--- src/rtl/demux_1_to_8_stream_if.sv ---
// Stream interface for demux_1_to_8_stream: one input beat channel and eight output lanes.
// out_count exists only when DEMUX_COUNT_EN is defined.
interface demux_1_to_8_stream_if #(
  parameter int unsigned DATA_WIDTH = 8,
  parameter int unsigned CNT_WIDTH  = 16
);
  logic [DATA_WIDTH-1:0]   in_data;
  logic [2:0]              in_select;
  logic                    in_bcast;
  logic                    in_valid;
  logic                    in_ready;
  logic [8*DATA_WIDTH-1:0] out_data;
  logic [7:0]              out_valid;
  logic [7:0]              out_ready;
`ifdef DEMUX_COUNT_EN
  logic [8*CNT_WIDTH-1:0]  out_count;
`endif

  if (CNT_WIDTH == 0) begin : g_cnt_width_check
    $error("CNT_WIDTH must be nonzero");
  end

  modport master (
`ifdef DEMUX_COUNT_EN
    input  out_count,
`endif
    output in_data, in_select, in_bcast, in_valid, out_ready,
    input  in_ready, out_data, out_valid
  );

  modport slave (
`ifdef DEMUX_COUNT_EN
    output out_count,
`endif
    input  in_data, in_select, in_bcast, in_valid, out_ready,
    output in_ready, out_data, out_valid
  );
endinterface

--- src/rtl/demux_1_to_8_stream.sv ---
// Registered 1-to-8 stream demux with per-lane one-entry output registers and all-or-nothing broadcast.
// Optional per-lane saturating delivery counters are enabled by defining DEMUX_COUNT_EN.
module demux_1_to_8_stream #(
  parameter int unsigned DATA_WIDTH = 8,
  parameter int unsigned CNT_WIDTH  = 16
) (
  input logic                   clk,
  input logic                   reset_n,
  demux_1_to_8_stream_if.slave  bus
);
  typedef enum logic {
    LANE_EMPTY = 1'b0,
    LANE_FULL  = 1'b1
  } lane_state_e;

  lane_state_e           state_q [8];
  lane_state_e           state_d [8];
  logic [DATA_WIDTH-1:0] data_q  [8];
  logic [7:0]            full;
  logic [7:0]            free;
  logic [7:0]            drain;
  logic [7:0]            load;
  logic                  accept;

  if (CNT_WIDTH == 0) begin : g_cnt_width_check
    $error("CNT_WIDTH must be nonzero");
  end

  always_comb begin
    full = '0;
    for (int unsigned k = 0; k < 8; k++) full[k] = (state_q[k] == LANE_FULL);
  end

  // A lane draining this edge can take a new beat on the same edge.
  assign free  = ~full | bus.out_ready;
  assign drain = full & bus.out_ready;

  assign bus.in_ready = bus.in_bcast ? (&free) : free[bus.in_select];
  assign accept       = bus.in_valid && bus.in_ready;

  always_comb begin
    load = '0;
    if (accept) load = bus.in_bcast ? 8'hFF : (8'd1 << bus.in_select);
  end

  always_comb begin
    for (int unsigned k = 0; k < 8; k++) begin
      state_d[k] = state_q[k];
      if (load[k])       state_d[k] = LANE_FULL;
      else if (drain[k]) state_d[k] = LANE_EMPTY;
    end
  end

  always_ff @(posedge clk or negedge reset_n) begin
    if (!reset_n) begin
      for (int unsigned k = 0; k < 8; k++) begin
        state_q[k] <= LANE_EMPTY;
        data_q[k]  <= '0;
      end
    end else begin
      for (int unsigned k = 0; k < 8; k++) begin
        state_q[k] <= state_d[k];
        if (load[k]) data_q[k] <= bus.in_data;
      end
    end
  end

  always_comb begin
    bus.out_data = '0;
    for (int unsigned k = 0; k < 8; k++) bus.out_data[k*DATA_WIDTH +: DATA_WIDTH] = data_q[k];
  end

  assign bus.out_valid = full;

`ifdef DEMUX_COUNT_EN
  logic [CNT_WIDTH-1:0] cnt_q [8];

  always_ff @(posedge clk or negedge reset_n) begin
    if (!reset_n) begin
      for (int unsigned k = 0; k < 8; k++) cnt_q[k] <= '0;
    end else begin
      for (int unsigned k = 0; k < 8; k++) begin
        if (drain[k] && (cnt_q[k] != '1)) cnt_q[k] <= cnt_q[k] + 1'b1;
      end
    end
  end

  always_comb begin
    bus.out_count = '0;
    for (int unsigned k = 0; k < 8; k++) bus.out_count[k*CNT_WIDTH +: CNT_WIDTH] = cnt_q[k];
  end
`endif
endmodule

--- src/flat_wrapper.sv ---
// flat-port wrapper written by rule: the top's interface ports become plain ports
module demux_1_to_8_stream_flat 
#(
  parameter int unsigned DATA_WIDTH = 8,
  parameter int unsigned CNT_WIDTH  = 16
)
  (clk, reset_n, bus_in_data, bus_in_select, bus_in_bcast, bus_in_valid, bus_out_ready, bus_in_ready, bus_out_data, bus_out_valid);
  demux_1_to_8_stream_if #(.DATA_WIDTH(DATA_WIDTH), .CNT_WIDTH(CNT_WIDTH)) bus_i ();
  input logic clk;
  input logic reset_n;
  input wire logic [$bits(bus_i.in_data)-1:0] bus_in_data;
  input wire logic [$bits(bus_i.in_select)-1:0] bus_in_select;
  input wire logic [$bits(bus_i.in_bcast)-1:0] bus_in_bcast;
  input wire logic [$bits(bus_i.in_valid)-1:0] bus_in_valid;
  input wire logic [$bits(bus_i.out_ready)-1:0] bus_out_ready;
  output wire logic [$bits(bus_i.in_ready)-1:0] bus_in_ready;
  output wire logic [$bits(bus_i.out_data)-1:0] bus_out_data;
  output wire logic [$bits(bus_i.out_valid)-1:0] bus_out_valid;
  assign bus_i.in_data = bus_in_data;
  assign bus_i.in_select = bus_in_select;
  assign bus_i.in_bcast = bus_in_bcast;
  assign bus_i.in_valid = bus_in_valid;
  assign bus_i.out_ready = bus_out_ready;
  assign bus_in_ready = bus_i.in_ready;
  assign bus_out_data = bus_i.out_data;
  assign bus_out_valid = bus_i.out_valid;
  demux_1_to_8_stream #(.DATA_WIDTH(DATA_WIDTH), .CNT_WIDTH(CNT_WIDTH)) u_core (.clk(clk), .reset_n(reset_n), .bus(bus_i));
endmodule
--- config.mk ---
export PLATFORM = sky130hd
export DESIGN_NAME = demux_1_to_8_stream_flat
export DESIGN_NICKNAME = d
export VERILOG_FILES = /design/src/rtl/demux_1_to_8_stream_if.sv /design/src/rtl/demux_1_to_8_stream.sv /design/src/flat_wrapper.sv
export SDC_FILE = /design/constraint.sdc
export NUM_CORES = 1
export LEC_CHECK = 0
export ABC_CLOCK_PERIOD_IN_PS = 3010
export CORE_MARGIN = 10
export CORE_UTILIZATION = 58
export DETAILED_ROUTE_END_ITERATION = 12
export DONT_BUFFER_PORTS = 1
export PLACE_DENSITY = 0.74
export SYNTH_ARGS = -nofsm -noshare
export SYNTH_HDL_FRONTEND = slang
export SYNTH_SLANG_ARGS = --single-unit
export TNS_END_PERCENT = 1
--- constraint.sdc ---
create_clock -name clk -period 3.01 [get_ports clk]
set_clock_uncertainty 0.2 [all_clocks]
set_input_delay 0.301 -clock clk [delete_from_list [all_inputs] [get_ports clk]]
set_output_delay 0.301 -clock clk [all_outputs]
set_load 0.01 [all_outputs]
==> metrics.md <==
| Metric | Value |
|---|---|
| MaxCap Viol Count | `0` |
| Outcome | `complete, no violations` |
| DP Cell Count | `268` |
| Non-filler cells in the finished layout | `299` |
| Clock Latency Late Sink | `0.33 ns` |
| ANT cells | `0` |
| Total wire length | `7498 µm` |
| Final design utilization | `68.03%` |
| Pwr dens | `824.2 mW/mm²` |
| Number of CTS-inserted buffers | `9` |
| Data required, critical path | `3.03 ns` |
| Flip-flop cell with the highest count after synthesis | `sky130_fd_sc_hd__dfrtp_1` |
| Effective utilization at floorplan | `59.82%` |
| Root buf cell | `sky130_fd_sc_hd__clkbuf_8` |
| Register area share after synthesis | `58.97%` |
| Maximum count of clock buffers along a single path | `2` |
| Leakage | `1.465 nW` |
| Number of global-route vias before repair | `1938` |
| Via count of the routed design | `1792` |
| Register bit count reported by yosys | `72` |
| Clock-pin slew on the worst setup and hold paths | `0.07 ns` |
| Nature of the critical path endpoint | `flip-flop` |
| Classification of the worst-slack hold path | `in -> reg` |
| Highest attainable clock frequency | `363.5 MHz` |
| Max IR drop VDD | `0.4911 mV` |
| Starting DRT DRC Count | `63` |
| Resized Gates After CTS | `0` |
| Final Critical Period | `2.751 ns` |
| Arrival time worst endpoint | `2.77 ns` |
| CTS tree | `built` |
| Synth warn | `0` |
| Detailed-placement wirelength estimate | `5167 µm` |
| Core Box Area | `0.005107 mm²` |
| IO Pins | `96` |
| RSZ-0062 raised after global routing | `no` |
| Count of nets left with antenna violations after detail routing | `0` |
| Initial antenna violation count | `0` |
| Initial DRT Pass Iterations | `4` |
| Synthesis-to-layout area growth | `13.72%` |
| Register Area | `0.001802 mm²` |
| Number of port buffers | `0` |
| Startpoint class of the critical path | `input port` |
| Count of flip-flops with a built-in enable after synthesis | `0` |
| Total clock sinks | `72` |
| Number of remaining DRC errors | `0` |
| Count of endpoints failing hold in the final timing report | `0` |
| Global placement routability congestion | `0.8021` |
| Area of the multi-input gates | `0.001192 mm²` |
| Number of rows in the core area | `26` |
| Period utilisation layout | `91.40%` |
| Slew Viols, Final | `0` |
| Total overflow reported by the global router | `0` |
| Total GRT Usage | `17.77%` |
| Die width | `92.58 µm` |
| First-pass GRT wire length | `11600 µm` |
| Share of flip-flops with an asynchronous set or reset after synthesis | `100.0%` |
| Post-layout nets | `247` |
| Share of final-layout standard cells stronger than drive strength 1 | `41.48%` |
| Setup tns final | `0 ns` |
| Per-cell via count in the routed design | `5.993` |
| FILL cells | `370` |
| Summed instance area of the synthesized netlist | `0.003055 mm²` |
| Synthesized netlist net count | `226` |
| Library cells used by synthesis | `26` |
| Final setup violation count | `0` |
| Final routed wire length divided by cell count | `25.08 µm` |
| Kind of critical path | `in -> reg` |
| Slew at the pin closest to its max-slew limit | `0.4674 ns` |
| Die height | `92.58 µm` |
| Largest fanout on the critical path | `9` |
| Largest net degree at the start of global routing | `73` |
| Worst slew slack as a fraction of its limit | `68.77%` |
| Die Footprint | `0.008571 mm²` |
| Maximum level of the CTS H-tree | `3` |
| Synthesized area per cell | `15.05 µm²` |
| Number of instances in the synthesized netlist | `203` |
[registers in the layout, summed over array words and instances (netlist names)]
signal and flops:
u_core.bus.out_valid 8, u_core.bus.out_data 64
[repair_timing]
item                                    CTS  global route
hold buffers                             15             0
endpoints found under the setup margin    0             0
endpoints found under the hold margin   141             0
buffers inserted                          0             0
[worst paths after layout]
| kind | start | to | slack, ns | depth (start not counted) |
|---|---|---|---|---|
| max in group asynchronous | reset_n | u_core.bus.out_data[18]$_DFFE_PN0P_ | 2.01 | 2 |
| min in group asynchronous | reset_n | u_core.bus.out_data[52]$_DFFE_PN0P_ | 0.33 | 2 |
| setup / recovery | bus_out_ready[4] | u_core.bus.out_data[30]$_DFFE_PN0P_ | 0.26 | 6 |
| setup reg to reg | u_core.bus.out_valid[4]$_DFFE_PN0P_ | u_core.bus.out_data[30]$_DFFE_PN0P_ | 0.31 | 5 |
| hold reg to reg | u_core.bus.out_data[28]$_DFFE_PN0P_ | u_core.bus.out_data[28]$_DFFE_PN0P_ | 0.39 | 1 |
| hold / removal | bus_out_ready[6] | u_core.bus.out_valid[6]$_DFFE_PN0P_ | 0.05 | 2 |
[layout by cell type, fill, tap and decap left out, types with 2 or more instances in the layout]
cell                            Yosys  final
sky130_fd_sc_hd__o21ai_0           10     10
sky130_fd_sc_hd__and3b_1            2      2
sky130_fd_sc_hd__mux2_2            56     56
sky130_fd_sc_hd__clkbuf_1           2      2
sky130_fd_sc_hd__nand2_1            5      5
sky130_fd_sc_hd__nor3_1             2      2
sky130_fd_sc_hd__nor3b_1            5      5
sky130_fd_sc_hd__mux2_4             8      8
sky130_fd_sc_hd__or2_2              4      4
sky130_fd_sc_hd__a21oi_4            8      8
sky130_fd_sc_hd__clkbuf_8           0     11
sky130_fd_sc_hd__dlygate4sd3_1      0     14
sky130_fd_sc_hd__nor2_1             4      4
sky130_fd_sc_hd__nor2b_1            3      3
sky130_fd_sc_hd__o21bai_1           3      3
sky130_fd_sc_hd__nor4bb_1           2      2
sky130_fd_sc_hd__dfrtp_1           72     72
sky130_fd_sc_hd__clkinv_2           0      2
sky130_fd_sc_hd__inv_1              5      5
[metrics by stage]
step	power, W	setup slack [ns]	area (µm²)	hold slack [ns]
finish	0.002864	0.2589	3475	0.05099
global route	0.002999	0.2409	3475	0.04010
CTS	0.002894	0.2886	3475	0.04258
detailed placement	0.002091	0.3149	3108	-0.1922
global placement	0.002047	0.3610	3108	-0.1923
floorplan	0.001930	0.5439	3055	-0.1946
[logic make-up (layout without fill, tap and decap cells)]
family / count (synthesis) / after routing / synth area share (%)
buffers and inverters: 11 / 37 / 2.007
flip-flops: 72 / 72 / 58.97
multiplexers: 64 / 64 / 24.57
AND/OR/NAND/NOR: 29 / 29 / 6.143
AO/OA/AOI/OAI: 27 / 27 / 8.313
[layout make-up]
| type | count | area share (%) |
|---|---|---|
| clock buffer | 13 | 4.573 |
| tap | 70 | 2.521 |
| inverter | 5 | 0.5402 |
| timing repair buffer | 16 | 5.041 |
| multi-input combinational | 120 | 34.32 |
| clock inverter | 3 | 1.152 |
| sequential | 72 | 51.85 |
[power breakdown]
| part | leakage, nW | switching, W | internal (W) |
|---|---|---|---|
| clock | 0.103 | 0.000335 | 0.000426 |
| sequential | 0.859 | 0.000375 | 0.00125 |
| combinational | 0.503 | 0.000187 | 0.000288 |
| total | 1.47 | 0.000897 | 0.00197 |
[worst max-delay path, stage by stage]
cell and delay [ns]:
sky130_fd_sc_hd__dlygate4sd3_1 0.59, sky130_fd_sc_hd__nor2b_4 0.06, sky130_fd_sc_hd__a2111o_1 0.38, sky130_fd_sc_hd__or4_4 0.58, sky130_fd_sc_hd__a21oi_4 0.47, sky130_fd_sc_hd__mux2_2 0.39
[cells in the mapped netlist, drive strengths merged, types with 2 or more instances]
library cell / n / area, µm²
nor3b: 5 / 37.54
o21ai: 10 / 50.05
a21oi: 8 / 130.1
clkbuf: 2 / 7.510
nor2: 4 / 15.01
o21bai: 3 / 22.52
nor3: 2 / 10.01
mux2: 64 / 750.7
dfrtp: 72 / 1802
inv: 5 / 18.77
and3b: 2 / 17.52
nor4bb: 2 / 20.02
nor2b: 4 / 32.53
or2: 4 / 25.02
a21o: 2 / 16.27
nand2: 5 / 18.77
buf: 4 / 35.03
[routing by layer]
| layer | wire (µm) | share of wire, % | global-route usage [%] |
|---|---|---|---|
| met1 | 2721 | 36 | 18.94 |
| met3 | 792 | 11 | 8.394 |
| met2 | 3877 | 52 | 29.76 |
| met4 | 107 | 1.4 | 7.326 |
| met5 | 0 | 0 | 0 |
No activity file was read; power rests on OpenSTA's default activity.
